## config.mk

```make
export PLATFORM = sky130hd
export DESIGN_NAME = ps2_scancode_decoder
export DESIGN_NICKNAME = d
export VERILOG_FILES = /design/src/rtl/ps2_scancode_decoder_pkg.sv /design/src/rtl/ps2_seq_timer.sv /design/src/rtl/ps2_scancode_decoder.sv
export SDC_FILE = /design/constraint.sdc
export NUM_CORES = 1
export LEC_CHECK = 0
export ABC_CLOCK_PERIOD_IN_PS = 3000
export CAP_MARGIN = 40
export CELL_PAD_IN_SITES_DETAIL_PLACEMENT = 1
export CELL_PAD_IN_SITES_GLOBAL_PLACEMENT = 1
export CORE_MARGIN = 4
export CORE_UTILIZATION = 41
export CTS_BUF_LIST = sky130_fd_sc_hd__clkbuf_16
export CTS_CLUSTER_DIAMETER = 80
export DETAILED_ROUTE_END_ITERATION = 8
export GPL_ROUTABILITY_DRIVEN = 1
export PLACE_DENSITY = 0.79
export SETUP_SLACK_MARGIN = 0.1
export SLEW_MARGIN = 20
export SYNTH_ARGS = -nofsm -noshare
export SYNTH_HDL_FRONTEND = slang
export SYNTH_SLANG_ARGS = --single-unit
```

## constraint.sdc

```tcl
create_clock -name clk -period 3 [get_ports clk]
set_clock_uncertainty 0.1 [all_clocks]
set_input_delay 0.6 -clock clk [delete_from_list [all_inputs] [get_ports clk]]
set_output_delay 0.6 -clock clk [all_outputs]
set_load 0.1 [all_outputs]
```

## src/rtl/ps2_scancode_decoder_pkg.sv

```systemverilog
// ---------------------------------------------------------------------------
// ps2_scancode_decoder_pkg
// Shared PS/2 Set-2 definitions. Both the scan-code decoder and the receive
// stage import this package.
//   - prefix bytes (E0 extended, F0 break, E1 pause)
//   - keyboard control/response bytes and a classifier function
//   - the fake-shift codes that PrtScr and the numpad wrap around their keys
//   - decoder FSM state encoding
//   - the expected Pause bytes, indexed by position 1..7 after the leading E1
// ---------------------------------------------------------------------------
package ps2_scancode_decoder_pkg;

    localparam logic [7:0] PS2_E0 = 8'hE0;
    localparam logic [7:0] PS2_F0 = 8'hF0;
    localparam logic [7:0] PS2_E1 = 8'hE1;

    localparam logic [7:0] PS2_CTRL_ERR0   = 8'h00;
    localparam logic [7:0] PS2_CTRL_BATOK  = 8'hAA;
    localparam logic [7:0] PS2_CTRL_ECHO   = 8'hEE;
    localparam logic [7:0] PS2_CTRL_ACK    = 8'hFA;
    localparam logic [7:0] PS2_CTRL_BATERR = 8'hFC;
    localparam logic [7:0] PS2_CTRL_RESEND = 8'hFE;
    localparam logic [7:0] PS2_CTRL_ERR1   = 8'hFF;

    localparam logic [7:0] PS2_FAKE_LSHIFT = 8'h12;
    localparam logic [7:0] PS2_FAKE_RSHIFT = 8'h59;

    typedef enum logic [2:0] {
        ST_IDLE     = 3'd0,
        ST_GOT_E0   = 3'd1,
        ST_GOT_F0   = 3'd2,
        ST_GOT_E0F0 = 3'd3,
        ST_PAUSE    = 3'd4
    } state_t;

    // Control/response bytes are side-band traffic from the keyboard and are
    // never part of a scan-code sequence.
    function automatic logic isCtrlByte(input logic [7:0] b);
        logic res;
        case (b)
            PS2_CTRL_ERR0, PS2_CTRL_BATOK, PS2_CTRL_ECHO, PS2_CTRL_ACK,
            PS2_CTRL_BATERR, PS2_CTRL_RESEND, PS2_CTRL_ERR1: res = 1'b1;
            default:                                         res = 1'b0;
        endcase
        return res;
    endfunction

    // Pause sends E1 14 77 E1 F0 14 F0 77; this returns the byte expected at
    // position idx once the leading E1 has been consumed.
    function automatic logic [7:0] pauseByte(input logic [2:0] idx);
        logic [7:0] res;
        case (idx)
            3'd1:    res = 8'h14;
            3'd2:    res = 8'h77;
            3'd3:    res = 8'hE1;
            3'd4:    res = 8'hF0;
            3'd5:    res = 8'h14;
            3'd6:    res = 8'hF0;
            3'd7:    res = 8'h77;
            default: res = 8'h00;
        endcase
        return res;
    endfunction

endpackage

```

## src/rtl/ps2_seq_timer.sv

```systemverilog
// ---------------------------------------------------------------------------
// ps2_seq_timer
// Idle timer for a partially received scan-code sequence. Counts the cycles
// spent with run high and raises expire during the cycle in which the count
// has reached TIMEOUT_CYCLES-1 while run is still high.
// Ports:
//   clk    in   system clock
//   reset  in   synchronous, active-low reset
//   clear  in   restart the count from zero
//   run    in   count this cycle (sequence pending, no byte arriving)
//   expire out  one-cycle expiry strobe (combinational from the count)
// ---------------------------------------------------------------------------
module ps2_seq_timer #(
    parameter int TIMEOUT_CYCLES = 100000
) (
    input  logic clk,
    input  logic reset,
    input  logic clear,
    input  logic run,
    output logic expire
);

    localparam int CNT_W = $clog2(TIMEOUT_CYCLES);
    localparam logic [CNT_W-1:0] LAST_COUNT = CNT_W'(TIMEOUT_CYCLES - 1);

    logic [CNT_W-1:0] r_count;

    assign expire = run && (r_count == LAST_COUNT);

    // The counter restarts after each expiry; the owner drops back to idle on
    // that same edge, so the next count only starts with a fresh sequence.
    always_ff @(posedge clk) begin
        if (!reset || clear || expire) begin
            r_count <= '0;
        end else if (run) begin
            r_count <= r_count + CNT_W'(1);
        end
    end

endmodule

```

## src/rtl/ps2_scancode_decoder.sv

```systemverilog
// ---------------------------------------------------------------------------
// ps2_scancode_decoder
// Turns the byte stream from the PS/2 receive stage into Set-2 key events
// (code + extended + break), a Pause pulse, control-byte reports and error
// pulses for malformed or stale sequences.
// Ports:
//   clk          in   system clock
//   reset        in   synchronous, active-low reset
//   rx_data[7:0] in   received byte
//   rx_valid     in   one-cycle strobe qualifying rx_data
//   key_code     out  scan code of the last key event (held)
//   key_ext      out  last key event was E0-prefixed (held)
//   key_break    out  last key event was a release (held)
//   key_valid    out  one-cycle key event strobe
//   key_pause    out  one-cycle strobe, full Pause sequence seen
//   ctrl_code    out  last control/response byte (held)
//   ctrl_valid   out  one-cycle control byte strobe
//   err_seq      out  one-cycle strobe, illegal byte inside a sequence
//   err_timeout  out  one-cycle strobe, partial sequence abandoned
// ---------------------------------------------------------------------------
module ps2_scancode_decoder
    import ps2_scancode_decoder_pkg::*;
#(
    parameter int TIMEOUT_CYCLES    = 100000,
    parameter bit FILTER_FAKE_SHIFT = 1'b1
) (
    input  logic       clk,
    input  logic       reset,
    input  logic [7:0] rx_data,
    input  logic       rx_valid,
    output logic [7:0] key_code,
    output logic       key_ext,
    output logic       key_break,
    output logic       key_valid,
    output logic       key_pause,
    output logic [7:0] ctrl_code,
    output logic       ctrl_valid,
    output logic       err_seq,
    output logic       err_timeout
);

    state_t     r_state;
    state_t     w_nextState;
    logic [2:0] r_idx;
    logic [2:0] w_nextIdx;

    logic [7:0] r_keyCode;
    logic       r_keyExt;
    logic       r_keyBreak;
    logic       r_keyValid;
    logic       r_keyPause;
    logic [7:0] r_ctrlCode;
    logic       r_ctrlValid;
    logic       r_errSeq;
    logic       r_errTimeout;

    logic w_keyValid;
    logic w_keyExt;
    logic w_keyBreak;
    logic w_pause;
    logic w_errSeq;

    logic w_isCtrl;
    logic w_dataByte;
    logic w_isPrefix;
    logic w_isFake;
    logic w_pauseMatch;
    logic w_expire;
    logic w_timerClear;
    logic w_timerRun;

    assign w_isCtrl     = rx_valid && isCtrlByte(rx_data);
    assign w_dataByte   = rx_valid && !isCtrlByte(rx_data);
    assign w_isPrefix   = (rx_data == PS2_E0) || (rx_data == PS2_F0) || (rx_data == PS2_E1);
    assign w_isFake     = FILTER_FAKE_SHIFT &&
                          ((rx_data == PS2_FAKE_LSHIFT) || (rx_data == PS2_FAKE_RSHIFT));
    assign w_pauseMatch = (rx_data == pauseByte(r_idx));

    // Control bytes neither restart nor advance the timer: a byte arriving on
    // the expiry cycle always pre-empts the timeout.
    assign w_timerClear = w_dataByte || (r_state == ST_IDLE);
    assign w_timerRun   = (r_state != ST_IDLE) && !rx_valid;

    ps2_seq_timer #(
        .TIMEOUT_CYCLES(TIMEOUT_CYCLES)
    ) u_timer (
        .clk   (clk),
        .reset (reset),
        .clear (w_timerClear),
        .run   (w_timerRun),
        .expire(w_expire)
    );

    // State register plus registered outputs. Code/flag outputs only load on
    // their strobe so they hold between events.
    always_ff @(posedge clk) begin
        if (!reset) begin
            r_state      <= ST_IDLE;
            r_idx        <= '0;
            r_keyCode    <= '0;
            r_keyExt     <= 1'b0;
            r_keyBreak   <= 1'b0;
            r_keyValid   <= 1'b0;
            r_keyPause   <= 1'b0;
            r_ctrlCode   <= '0;
            r_ctrlValid  <= 1'b0;
            r_errSeq     <= 1'b0;
            r_errTimeout <= 1'b0;
        end else begin
            r_state      <= w_nextState;
            r_idx        <= w_nextIdx;
            r_keyValid   <= w_keyValid;
            r_keyPause   <= w_pause;
            r_ctrlValid  <= w_isCtrl;
            r_errSeq     <= w_errSeq;
            r_errTimeout <= w_expire;
            if (w_keyValid) begin
                r_keyCode  <= rx_data;
                r_keyExt   <= w_keyExt;
                r_keyBreak <= w_keyBreak;
            end
            if (w_isCtrl) begin
                r_ctrlCode <= rx_data;
            end
        end
    end

    // Next-state logic. Outside PAUSE a prefix byte always restarts the
    // sequence from that prefix, which covers both the normal path and the
    // "treat as if in IDLE" recovery after an illegal prefix.
    always_comb begin
        w_nextState = r_state;
        w_nextIdx   = r_idx;
        if (w_dataByte) begin
            case (r_state)
                ST_PAUSE: begin
                    if (w_pauseMatch && (r_idx != 3'd7)) begin
                        w_nextIdx = r_idx + 3'd1;
                    end else begin
                        w_nextState = ST_IDLE;
                        w_nextIdx   = '0;
                    end
                end
                default: begin
                    if (rx_data == PS2_E0) begin
                        w_nextState = ST_GOT_E0;
                    end else if (rx_data == PS2_F0) begin
                        w_nextState = (r_state == ST_GOT_E0) ? ST_GOT_E0F0 : ST_GOT_F0;
                    end else if (rx_data == PS2_E1) begin
                        w_nextState = ST_PAUSE;
                        w_nextIdx   = 3'd1;
                    end else begin
                        w_nextState = ST_IDLE;
                    end
                end
            endcase
        end else if (w_expire) begin
            w_nextState = ST_IDLE;
            w_nextIdx   = '0;
        end
    end

    // Event decode for the byte being consumed this cycle. Only the E0 F0
    // prefix is legal after E0; every other repeated prefix is an error.
    always_comb begin
        w_keyValid = 1'b0;
        w_keyExt   = 1'b0;
        w_keyBreak = 1'b0;
        w_pause    = 1'b0;
        w_errSeq   = 1'b0;
        if (w_dataByte) begin
            case (r_state)
                ST_IDLE: begin
                    w_keyValid = !w_isPrefix;
                end
                ST_GOT_E0: begin
                    if (rx_data == PS2_F0) begin
                        w_errSeq = 1'b0;
                    end else if (w_isPrefix) begin
                        w_errSeq = 1'b1;
                    end else begin
                        w_keyExt   = 1'b1;
                        w_keyValid = !w_isFake;
                    end
                end
                ST_GOT_F0: begin
                    if (w_isPrefix) begin
                        w_errSeq = 1'b1;
                    end else begin
                        w_keyBreak = 1'b1;
                        w_keyValid = 1'b1;
                    end
                end
                ST_GOT_E0F0: begin
                    if (w_isPrefix) begin
                        w_errSeq = 1'b1;
                    end else begin
                        w_keyExt   = 1'b1;
                        w_keyBreak = 1'b1;
                        w_keyValid = !w_isFake;
                    end
                end
                ST_PAUSE: begin
                    if (!w_pauseMatch) begin
                        w_errSeq = 1'b1;
                    end else if (r_idx == 3'd7) begin
                        w_pause = 1'b1;
                    end
                end
                default: begin
                    w_errSeq = 1'b0;
                end
            endcase
        end
    end

    assign key_code    = r_keyCode;
    assign key_ext     = r_keyExt;
    assign key_break   = r_keyBreak;
    assign key_valid   = r_keyValid;
    assign key_pause   = r_keyPause;
    assign ctrl_code   = r_ctrlCode;
    assign ctrl_valid  = r_ctrlValid;
    assign err_seq     = r_errSeq;
    assign err_timeout = r_errTimeout;

endmodule
```

Word level (Yosys, flattened, before mapping) --
Cells that the tools add are included.
Storage, ports and cells: input port bits 11, output and inout bits 23, register bits after elaboration 46, logic and storage cells 103
Operators by class: reduce and logical (&&, ||, !) cells 29, equality and inequality tests 29, add/subtract/negate cells 2, muxes and demuxes 31
Operators with widths (count):
- 8-bit equality test (second input constant) | 9
- 3-bit two-way mux | 13
- 8-bit case mux with 4 select lines | 1
- 17-bit by 1-bit adder with 17-bit output (second input constant) | 1
- 17-bit equality test (second input constant) | 1
- 3-bit equality test (second input constant) | 5
- 1-bit two-way mux | 14
- 3-bit by 2-bit equality test with 1-bit output (second input constant) | 4
- 8-bit by 5-bit equality test with 1-bit output (second input constant) | 1
- 8-bit by 7-bit equality test with 1-bit output (second input constant) | 1
- 8-bit equality test | 1
- 8-bit logical NOT | 1
- 4-bit AND reduction | 2
- 2-bit OR reduction | 4
- 7-bit OR reduction | 1
- 3-bit by 1-bit equality test with 1-bit output (second input constant) | 2
- 1-bit logical OR | 6
- 3-bit by 2-bit inequality test with 1-bit output (second input constant) | 2
- 3-bit inequality test (second input constant) | 2
- 1-bit logical AND | 5
- 1-bit logical NOT | 5
- 1-bit case mux with 4 select lines | 1
- 2-bit AND reduction | 2
- 3-bit by 1-bit adder with 3-bit output (second input constant) | 1
- other kinds (6) | 6

Logic depth before layout (Yosys ltp) --
Gate-level depths: netlist (run 1).
word-level depth 8, mapped depth 7, mapped depth without buffers 7

Hierarchy --
Synthesis (run 1) repeated with hierarchy kept, for this count alone.
Second synthesis, totals: cell total of the unflattened synthesis 285, area, all modules 2447.3 µm²
Modules (own cells, without submodules):
- ps2_scancode_decoder | instances 1, area each 1639.1 µm², sequential area each 580.6 µm², cells an instance 193
- ps2_seq_timer | instances 1, area each 808.3 µm², sequential area each 340.3 µm², cells an instance 92

Least setup slack after synthesis (run 1) --
OpenSTA, ideal clock, no wires.
path type reg-to-reg, from reg r_idx[0], to reg r_state[2], setup slack 0.762 ns, stages on the path, launching flop included 8, path buffers 0, arrival 2.050 ns, period minus slack after synthesis 2.238 ns, cell sequence dfxtp_1 > inv_1 > ha_1 > o21a_1 > or4b_1 > a211oi_1 > nand4_2 > a311oi_2
On the way: word-level cells in the longest chain between the ends 7, elaborated cells between the ends (all ways) 16
RTL lines:
- start, declared | line ps2_scancode_decoder.sv:44 | logic [2:0] r_idx;
- start signal, assigned | line ps2_scancode_decoder.sv:111 | r_idx <= w_nextIdx;
- 3-bit equality test (tied with other cells) | line ps2_scancode_decoder_pkg.sv:52 | case (idx)
- 2-bit OR reduction (no line)
- 8-bit case mux with 4 select lines | line ps2_scancode_decoder_pkg.sv:52
- 8-bit equality test | line ps2_scancode_decoder.sv:77 | assign w_pauseMatch = (rx_data == pauseByte(r_idx));
- 1-bit logical AND * | line ps2_scancode_decoder.sv:137 | if (w_pauseMatch && (r_idx != 3'd7)) begin
- 3-bit inequality test (no line) *
- 2-bit AND reduction (no line) *
- end signal, assigned | line ps2_scancode_decoder.sv:110 | r_state <= w_nextState;
- end, declared | line ps2_scancode_decoder.sv:42 | state_t r_state;
Mark *: on every way between the ends. The rest lies on a longest branch, timed or not. A chain may end at the register's enable or synchronous reset.

Worst setup path in the final report (run 1) --
from in rx_data[6], to reg r_ctrlCode[1], in the netlist ctrl_code[1]
On the way: word-level cells in the longest chain between the ends 4, elaborated cells between the ends (all ways) 10
RTL lines:
- start, declared | line ps2_scancode_decoder.sv:29 | input logic [7:0] rx_data,
- 8-bit equality test / 8-bit logical NOT (equally long branches) | line ps2_scancode_decoder_pkg.sv:40 | case (b)
- 7-bit OR reduction * | line ps2_scancode_decoder_pkg.sv:40
- 1-bit two-way mux * | line ps2_scancode_decoder_pkg.sv:40
- 1-bit logical AND * | line ps2_scancode_decoder.sv:72 | assign w_isCtrl = rx_valid && isCtrlByte(rx_data);
- end signal, assigned | line ps2_scancode_decoder.sv:123 | r_ctrlCode <= rx_data;
- end, declared | line ps2_scancode_decoder.sv:52 | logic [7:0] r_ctrlCode;
Marked as above.

==> impl_metrics.toml, run 1 <==
[route]
via_density_per_instance = 5.856
detail_route.wl_per_cell_um = 18.10
vias = 2395
post-route-drc-count = 0
total_iterations_of_the_first_detailed_routing_run = 4
ant_nets = 0
first_iter_violations = 101
detail_route.wirelength_mm = 7.403

[worst_setup_path]
worst-path-max-fanout = 9
endpoint_kind = "flop"
cp-start-kind = "input port"
critical_path_arrival_ps = 2850
setup.reg_to_reg.worst_slack_ps = 430
required_time_at_the_worst_slack_endpoint_ps = 3070
setup.worst_path.class = "input port to flop"

[cells_and_area]
final_cell_count_no_fill = 409
nNetsFinal = 355
num_antenna_cells = 0
post_route_cells_drive_above_1_share_pct = 18.10
area_growth_pct = 22.95

[die]
chipWidth_um = 85.44
fp.dieArea_um2 = 7299
initial_utilization_pct = 43.32
placement_row_count = 27
die_y_um = 85.44
core_box_area_um2 = 5675
design.portCount = 34

[synthesis]
syn-mean-instance-area_um2 = 8.363
asyncSetResetFlopFracSynth_pct = 0
most_common_library_cells_after_synthesis = "sky130_fd_sc_hd__dfxtp_1 (46), sky130_fd_sc_hd__nand3_1 (28), sky130_fd_sc_hd__a21oi_1 (26)"
postSynthCellCount = 294
yosysSeqAreaShare_pct = 37.46
post-synth-top-count-cell = "sky130_fd_sc_hd__dfxtp_1"
synth_warnings = 0
edff_count_synth = 0
synth_cell_type_count = 50
synthTopCellsByArea = "sky130_fd_sc_hd__dfxtp_1 (37%), sky130_fd_sc_hd__nand3_1 (5.7%), sky130_fd_sc_hd__a21oi_1 (5.3%)"
yosys.area.top_type_share_pct = 37.46
synth_largest_area_cell = "sky130_fd_sc_hd__dfxtp_1"
ys_ff_latch = 46
synth.cell_area_um2 = 2459
syn-num-nets = 313
ys_dominant_reg_cell = "sky130_fd_sc_hd__dfxtp_1"

[clock_tree]
clkTransAtPathRegs_ps = 70
tritoncts = "yes"
cts_buffers = 5
cts-htree-levels = 2
cts_hold_buffers = 0
tritoncts_num_sinks = 46
clock_latency_of_the_later_clocked_register_in_the_worst_skew_pair_ps = 290
cts_buffer_depth = 2
post-cts-setup-buffers = 0
cts_root_buf = "sky130_fd_sc_hd__clkbuf_16"
cts_resized = 0

[global_route]
maximum_number_of_pins_on_one_net_before_global_route_repair = 20
grt_first_pass_wirelength_mm = 12.77
antenna_found_initial = 0
grt_pass1_vias = 2511
globalRouteTotalUtil_pct = 21.63
total_congestion_overflow = 0

[place]
dp_worst_setup_slack_ps = 19.66
dp.cells = 401
gpl.final_weighted_congestion = 0.7909
detailedPlacementHpwl_mm = 5.429
place.port_buffers = 33

[hold_path]
hold_class = "flop to flop"

[power]
worst_ir_drop_vdd_mv = 0.2764
leakagePower_nw = 1.100
power_per_cell_area_nw_per_um2 = 452.1

[timing]
setup_repair_after_global_routing_missed_its_margin = "true"
timing.final.setup_violations = 0
tightest_slew_ps = 647.6
finalWorstPathRequiredPeriod_ps = 2782
worst_slew_margin_rel_pct = 56.69
finalWorstSetupSlack_ps = 218.5
max_freq_mhz = 359.5
hold_viol_final = 0
period_utilisation_layout_pct = 92.72
tns_ps = 0
slew_viol_final = 0

[job]
cap_viol_max_count = 0

[outcome]
outcome = "finished clean"
-- cell usage in the layout (no fill, tap or decap), drive strengths merged, types with 2 or more instances in the layout --
cell type and n:
xnor2 11, dfxtp 46, nand3 28, or3 5, and3 2, clkdlybuf4s50 10, or4 4, a211o 2
nand2 20, nor2 25, a21oi 26, nor4 4, inv 10, buf 43, o31ai 2, xor2 8
and4 3, nand4 8, nor4b 2, nor3 13, o21ai 23, o32ai 3, a211oi 2, ha 8
clkbuf 5, nor2b 3, o211ai 2, and4b 2
-- state kept, by name, summed over array words and instances (netlist names), 3 cells and up --
register / count
key_code: 8
u_timer.r_count: 17
ctrl_code: 8
r_idx: 3
r_state: 3
-- per-stage QoR --
stage | area [um2] | util, % | hold slack [ps] | power [W]
floorplan | 2459 | - | 366.0 | 0.0007567
global placement | 2865 | 50.49 | 366.8 | 0.0008088
detailed placement | 2865 | 50.49 | 374.9 | 0.0008130
CTS | 3015 | 53.13 | 385.9 | 0.001376
global route | 3023 | 53.26 | 424.8 | 0.001423
finish | 3023 | 53.26 | 383.5 | 0.001367
-- layout make-up --
cell class	count	area, um2
inverter	9	33.78
multi-input combinational	221	1405
tap	72	90.09
clock inverter	3	25.02
fill	704	2653
sequential	46	920.9
clock buffer	5	125.1
timing repair buffer	53	422.9
-- routing by layer --
layer | vias to the layer above | GRT usage (%) | routed length, um | share of wire (%)
li1 | 1153 | - | - | -
met1 | 1170 | 27.49 | 3350 | 45
met2 | 63 | 37.57 | 3663 | 49
met3 | 9 | 4.272 | 321 | 4.3
met4 | 0 | 5.036 | 68 | 0.92
met5 | - | 0 | 0 | 0
-- critical path, stage by stage --
cell                              delay [ps]
sky130_fd_sc_hd__clkdlybuf4s50_1         590
sky130_fd_sc_hd__or4_1                   610
sky130_fd_sc_hd__o32ai_1                 340
sky130_fd_sc_hd__buf_4                   220
sky130_fd_sc_hd__a21oi_1                 120
sky130_fd_sc_hd__o21ai_0                 260
sky130_fd_sc_hd__a21oi_1                 100
-- path summary, 6_finish.rpt --
kind,start,depth (start not counted),endpoint
setup / recovery,rx_data[6],7,ctrl_code[1]
hold / removal,ctrl_code[3],2,ctrl_code[3]
setup reg to reg,r_idx[0],7,r_idx[2]
hold reg to reg,ctrl_code[3],2,ctrl_code[3]
-- where the power goes --
part	switching [W]	leakage (nW)	internal, W	total, W
combinational	0.000127	0.658	0.0000535	0.000180
sequential	0.00000414	0.372	0.000618	0.000622
clock	0.000251	0.0704	0.000313	0.000564
total	0.000382	1.10	0.000985	0.00137
-- logic make-up after synthesis --
logic type | Yosys count | share of synthesized area (%)
adder cells (fa/ha/maj) | 8 | 4.071
multiplexers | 2 | 0.8651
flip-flops | 46 | 37.46
buffers and inverters | 27 | 5.700
XOR/XNOR | 19 | 6.768
AO/OA/AOI/OAI | 70 | 18.32
AND/OR/NAND/NOR | 122 | 26.82
Note: power is estimated with default switching activity, not from simulation.
==> run 2, diff against run 1 <==
--- a/config.mk
+++ b/config.mk
@@ -14,10 +14,10 @@
 export CTS_BUF_LIST = sky130_fd_sc_hd__clkbuf_16
 export CTS_CLUSTER_DIAMETER = 80
 export DETAILED_ROUTE_END_ITERATION = 8
-export GPL_ROUTABILITY_DRIVEN = 1
-export PLACE_DENSITY = 0.79
+export PLACE_DENSITY = 0.78
 export SETUP_SLACK_MARGIN = 0.1
 export SLEW_MARGIN = 20
 export SYNTH_ARGS = -nofsm -noshare
 export SYNTH_HDL_FRONTEND = slang
+export SYNTH_HIERARCHICAL = 1
 export SYNTH_SLANG_ARGS = --single-unit
==> run 2 against run 1 <==
Critical path depth grew 1. Final area grew 3.1%. Worst setup slack lost 78 ps. Worst hold slack lost 24 ps. Utilization grew 2.0 points. Sequential power is essentially flat. Maximum frequency shrank 2.7%. Synthesized cell count shrank 3.1%.
==> impl_metrics.toml, run 2 <==
[place]
dp_worst_setup_slack_ps = -287.0
detailedPlacementHpwl_mm = 5.144
place.port_buffers = 33
gpl.final_weighted_congestion = 0.8534

[route]
post-route-drc-count = 0
first_iter_violations = 105
total_iterations_of_the_first_detailed_routing_run = 4
ant_nets = 0
wl_met1_mm = 3.362
met2_length_mm = 3.359
detail_route.wl_per_cell_um = 17.21
route.met3.wl_um = 279
via_density_per_instance = 5.614
detail_route.wirelength_mm = 7.089
top_signal_layer_used = "met4"
vias = 2313

[power]
p_switching_w = 0.0003636
worst_ir_drop_vdd_mv = 0.2866
power_report.internal_total_w = 0.0009867
seqPwrFrac_pct = 46.2
power.switching_fraction_pct = 26.93
power.share.combinational_pct = 13.8
power_per_cell_area_nw_per_um2 = 433.1
pwr-share-clk_pct = 40.0
leakagePower_nw = 1.169

[global_route]
grt_first_pass_wirelength_mm = 11.59
globalRouteTotalUtil_pct = 19.78
total_congestion_overflow = 0
antenna_found_initial = 0
maximum_number_of_pins_on_one_net_before_global_route_repair = 26
grt_pass1_vias = 2300

[synthesis]
synth.cell_area_um2 = 2447
synthTopCellsByArea = "sky130_fd_sc_hd__dfxtp_1 (38%), sky130_fd_sc_hd__nor2_1 (6.1%), sky130_fd_sc_hd__xnor2_1 (4.7%)"
asyncSetResetFlopFracSynth_pct = 0
edff_count_synth = 0
yosysSeqAreaShare_pct = 37.63
ys_dominant_reg_cell = "sky130_fd_sc_hd__dfxtp_1"
synth_largest_area_cell = "sky130_fd_sc_hd__dfxtp_1"
synth_warnings = 6
syn-num-nets = 303
yosys.area.top_type_share_pct = 37.63
synth_cell_type_count = 51
syn-mean-instance-area_um2 = 8.587
ys_ff_latch = 46
post-synth-top-count-cell = "sky130_fd_sc_hd__dfxtp_1"
most_common_library_cells_after_synthesis = "sky130_fd_sc_hd__dfxtp_1 (46), sky130_fd_sc_hd__nor2_1 (40), sky130_fd_sc_hd__nand2_1 (24)"
postSynthCellCount = 285

[timing]
hold_viol_final = 0
max_freq_mhz = 349.6
worst_slew_margin_rel_pct = 64.26
setup_repair_after_global_routing_missed_its_margin = "false"
tns_ps = 0
finalWorstPathRequiredPeriod_ps = 2860
finalWorstSetupSlack_ps = 140.0
period_utilisation_layout_pct = 95.33
timing.final.setup_violations = 0
slew_viol_final = 0
tightest_slew_ps = 531.2

[die]
die_y_um = 85.26
core_box_area_um2 = 5642
chipWidth_um = 85.26
placement_row_count = 27
design.portCount = 34
initial_utilization_pct = 43.38
fp.dieArea_um2 = 7269

[cells_and_area]
area_used_by_multi_input_combinational_logic_um2 = 1450
post_route_cells_drive_above_1_share_pct = 23.53
layout.filler_cells = 695
sequential_cell_area_um2 = 923.4
mostFrequentLayoutCell = "sky130_fd_sc_hd__buf_4"
largest_register_ffs = 17
area_growth_pct = 27.40
mostFrequentLayoutCells = "sky130_fd_sc_hd__buf_4 (51), sky130_fd_sc_hd__dfxtp_1 (44), sky130_fd_sc_hd__nor2_1 (40)"
registers.top_by_ff_count = "u_timer/r_count"
num_antenna_cells = 0
nNetsFinal = 357

[worst_setup_path]
endpoint_kind = "flop"
timing.reg2reg.worst_path_depth = 8
cp-start-kind = "input port"
setup.worst_path.class = "input port to flop"
required_time_at_the_worst_slack_endpoint_ps = 3100
worst-path-max-fanout = 6
setup.reg_to_reg.worst_slack_ps = 220
critical_path_arrival_ps = 2960

[clock_tree]
clkTransAtPathRegs_ps = 60
post-cts-setup-buffers = 0
cts_buffer_depth = 2
tritoncts = "yes"
cts_buffers = 5
tritoncts_num_sinks = 46
cts-htree-levels = 2
clock_latency_of_the_later_clocked_register_in_the_worst_skew_pair_ps = 290
cts_root_buf = "sky130_fd_sc_hd__clkbuf_16"

[job]
cap_viol_max_count = 0

[hold_path]
hold_class = "flop to flop"
worstHoldPathCells = 2

[outcome]
outcome = "finished clean"
## run 2: cells by family (layout without fill, tap and decap cells)
| kind of cell | Yosys count | after routing | share of synthesized area (%) |
|---|---|---|---|
| compound gates | 41 | 42 | 11.30 |
| xor+xnor | 19 | 19 | 6.800 |
| fa+ha+maj | 7 | 7 | 3.579 |
| buf+inv | 22 | 76 | 5.674 |
| flops | 46 | 46 | 37.63 |
| mux | 13 | 13 | 5.573 |
| simple gates | 137 | 137 | 29.45 |
## run 2: path summary, 6_finish.rpt
kind           startpoint            to
min reg2reg  ctrl_code[3]  ctrl_code[3]
min          ctrl_code[3]  ctrl_code[3]
max reg2reg      r_idx[0]    r_state[2]
max            rx_data[0]    r_state[2]
## run 2: power groups by stage
stage / registers (W) / logic (W) / clock network (W)
floorplan: 0.000697 / 0.0000597 / 0
global placement: 0.000637 / 0.000179 / 0
detailed placement: 0.000637 / 0.000183 / 0
CTS: 0.000623 / 0.000184 / 0.000556
global route: 0.000624 / 0.000197 / 0.000584
finish: 0.000624 / 0.000187 / 0.000540
## run 2: layer usage
metal,vias up,GRT usage [%]
li1,1119,-
met1,1143,27.32
met2,42,31.64
met3,9,3.689
met4,0,5.036
met5,-,0
## run 2: area by class of cell
cell class | count | share of cell area [%]
clock buffers | 5 | 4.013
clock inverters | 3 | 0.5217
repair buffers | 61 | 15.61
flip-flops and latches | 46 | 29.61
inverters | 7 | 0.8427
multi-input cells | 218 | 46.51
well taps | 72 | 2.889
## run 2: timing repair
item	CTS	global route
pin swaps	0	0
hold endpoints to repair	0	0
endpoints found under the setup margin	3	32
hold buffers	0	0
gates resized for setup	5	11
gates cloned	0	1
## run 2: metrics by stage
stage / util (%) / total power (W) / cell area, um2 / cells / hold WS (ps)
5_1_grt: 55.27 / 0.001406 / 3118 / 412 / 368.7
2_1_floorplan: - / 0.0007570 / 2447 / 285 / 359.8
3_5_place_dp: 51.63 / 0.0008207 / 2913 / 403 / 351.1
4_1_cts: 54.34 / 0.001363 / 3065 / 411 / 360.2
3_3_place_gp: 51.50 / 0.0008165 / 2905 / 402 / 345.3
6_report: 55.27 / 0.001350 / 3118 / 412 / 359.2
## run 2: critical path, stage by stage
cell and delay, ps:
sky130_fd_sc_hd__clkdlybuf4s50_1 510, sky130_fd_sc_hd__buf_4 190, sky130_fd_sc_hd__xor2_1 160, sky130_fd_sc_hd__nor3_1 180, sky130_fd_sc_hd__a31oi_1 70, sky130_fd_sc_hd__or4b_1 490, sky130_fd_sc_hd__or4_4 490, sky130_fd_sc_hd__a311oi_2 270
==> run 3, diff against run 2 <==
--- a/config.mk
+++ b/config.mk
@@ -12,7 +12,6 @@
 export CORE_MARGIN = 4
 export CORE_UTILIZATION = 41
 export CTS_BUF_LIST = sky130_fd_sc_hd__clkbuf_16
-export CTS_CLUSTER_DIAMETER = 80
 export DETAILED_ROUTE_END_ITERATION = 8
 export PLACE_DENSITY = 0.78
 export SETUP_SLACK_MARGIN = 0.1
==> constraint.sdc (replaced) <==
create_clock -name clk -period 3 [get_ports clk]
set_clock_uncertainty 0.1 [all_clocks]
set_input_delay 0.6 -clock clk [delete_from_list [all_inputs] [get_ports clk]]
set_output_delay 0.6 -clock clk [all_outputs]
set_load 0.005 [all_outputs]
==> run 3 against run 2 <==
First-iteration DRC count increased by 1.9%. Maximum frequency rose by 3.5%. Clock power is 1% lower. Critical path depth is 2 lower. Sequential power about the same. Register-to-register slack better by 70 ps. Critical path type unchanged. Largest cell class unchanged.
==> impl_metrics.toml, run 3 (synthesis results as in run 2) <==
[cells_and_area]
mostFrequentLayoutCells = "sky130_fd_sc_hd__dfxtp_1 (44), sky130_fd_sc_hd__nor2_1 (40), sky130_fd_sc_hd__buf_4 (30)"
area_growth_pct = 29.50
layout.filler_cells = 671
final_cell_count_no_fill = 413
post_route_cells_drive_above_1_share_pct = 16.42
registers.top_by_ff_count = "u_timer/r_count"
num_antenna_cells = 0
finalInstanceArea_um2 = 3169
largest_register_ffs = 17
mostFrequentLayoutCell = "sky130_fd_sc_hd__dfxtp_1"
nNetsFinal = 358

[route]
via_density_per_instance = 5.504
post-route-drc-count = 0
total_iterations_of_the_first_detailed_routing_run = 4
first_iter_violations = 107
detail_route.wirelength_mm = 6.849
detail_route.wl_per_cell_um = 16.58
vias = 2273
ant_nets = 0

[worst_setup_path]
cp-endpoint = "r_state[2]"
setup.reg_to_reg.worst_slack_ps = 290
worst-path-max-fanout = 4
timing.reg2reg.worst_path_depth = 8
required_time_at_the_worst_slack_endpoint_ps = 3100
critical_path_arrival_ps = 2860
endpoint_kind = "flop"
setup.worst_path.class = "input port to flop"
cp-start-kind = "input port"
r2r-end = "r_state[2]"
critical_path.reg2reg.startpoint = "r_idx[0]"
critPathLaunch = "rx_data[5]"

[power]
power_per_cell_area_nw_per_um2 = 406.1
leakagePower_nw = 1.152
worst_ir_drop_vdd_mv = 0.3247

[die]
chipWidth_um = 85.26
die_y_um = 85.26
design.portCount = 34
initial_utilization_pct = 43.38
placement_row_count = 27
fp.dieArea_um2 = 7269
core_box_area_um2 = 5642

[global_route]
antenna_found_initial = 0
maximum_number_of_pins_on_one_net_before_global_route_repair = 26
grt_pass1_vias = 2359
grt_first_pass_wirelength_mm = 11.80
total_congestion_overflow = 0
globalRouteTotalUtil_pct = 19.82

[timing]
finalWorstPathRequiredPeriod_ps = 2762
setup_repair_after_global_routing_missed_its_margin = "false"
hold_viol_final = 0
period_utilisation_layout_pct = 92.07
worst_slew_margin_rel_pct = 66.00
timing.final.setup_violations = 0
slew_viol_final = 0
finalHoldWorstSlack_ps = 355.1
tightest_slew_ps = 505.4
max_freq_mhz = 362.0

[outcome]
outcome = "finished clean"

[clock_tree]
tritoncts_num_sinks = 46
cts_hold_buffers = 0
clock_latency_of_the_later_clocked_register_in_the_worst_skew_pair_ps = 280
cts_buffer_depth = 2
post-cts-setup-buffers = 0
cts_root_buf = "sky130_fd_sc_hd__clkbuf_16"
cts_buffers = 5
cts-htree-levels = 2
clkTransAtPathRegs_ps = 60
tritoncts = "yes"

[hold_path]
worstHoldStart = "ctrl_code[3]"
worstHoldPathCells = 2
hold_class = "flop to flop"

[place]
dpl-instance-area_um2 = 2985
gpl.final_weighted_congestion = 0.8402
detailedPlacementHpwl_mm = 4.996
dp.cells = 405
place.port_buffers = 33

[job]
cap_viol_max_count = 0
-- run 3: metrics by stage --
stage | total power (W) | utilization (%) | TNS (ps) | setup slack, ps
final | 0.001287 | 56.18 | 0 | 237.9
after global routing | 0.001345 | 56.18 | 0 | 109.9
after CTS | 0.001307 | 55.53 | 0 | 104.7
after detailed placement | 0.0007660 | 52.92 | -5092 | -218.5
after global placement | 0.0007616 | 52.78 | -6592 | -195.8
after floorplan | 0.0006972 | - | 0 | 362.2
-- run 3: area by class of cell --
class                   instances  area [um2]  share of cell area [%]
clock buffers                   5       125.1                   3.948
clock inverters                 3       17.52                  0.5527
inverters                       7       26.28                  0.8291
multi-input cells             217        1421                   44.85
flip-flops and latches         46       923.4                   29.14
well taps                      72       90.09                   2.842
repair buffers                 63       565.5                   17.84
-- run 3: worst min-delay path by stage --
stage                               to  slack, ps
after floorplan           ctrl_code[0]        350
after CTS                 ctrl_code[3]        360
after global placement    ctrl_code[4]        340
after detailed placement  ctrl_code[3]        350
after global routing      ctrl_code[3]        380
final                     ctrl_code[3]        360
-- run 3: critical path, cell delays in order --
cell and delay, ps:
sky130_fd_sc_hd__clkdlybuf4s50_1 430, sky130_fd_sc_hd__or2_1 270, sky130_fd_sc_hd__mux2_1 310, sky130_fd_sc_hd__or4b_1 540
sky130_fd_sc_hd__or4_4 480, sky130_fd_sc_hd__a311oi_2 240
-- run 3: what timing repair did --
action	CTS	global route
pin swaps	0	0
resized for setup	2	10
gates cloned	0	0
endpoints found under the setup margin	9	35
hold endpoints to repair	0	0
-- run 3: per-layer routing --
layer,wire (um),vias up,track usage [%]
met1,3177,1102,26.50
met4,46,0,3.453
met3,351,5,4.563
li1,-,1123,-
met2,3273,43,32.91
met5,0,-,0
-- run 3: power by group --
part           switching, W  internal (W)
combinational     0.0000639     0.0000674
sequential       0.00000425      0.000619
clock              0.000227      0.000305
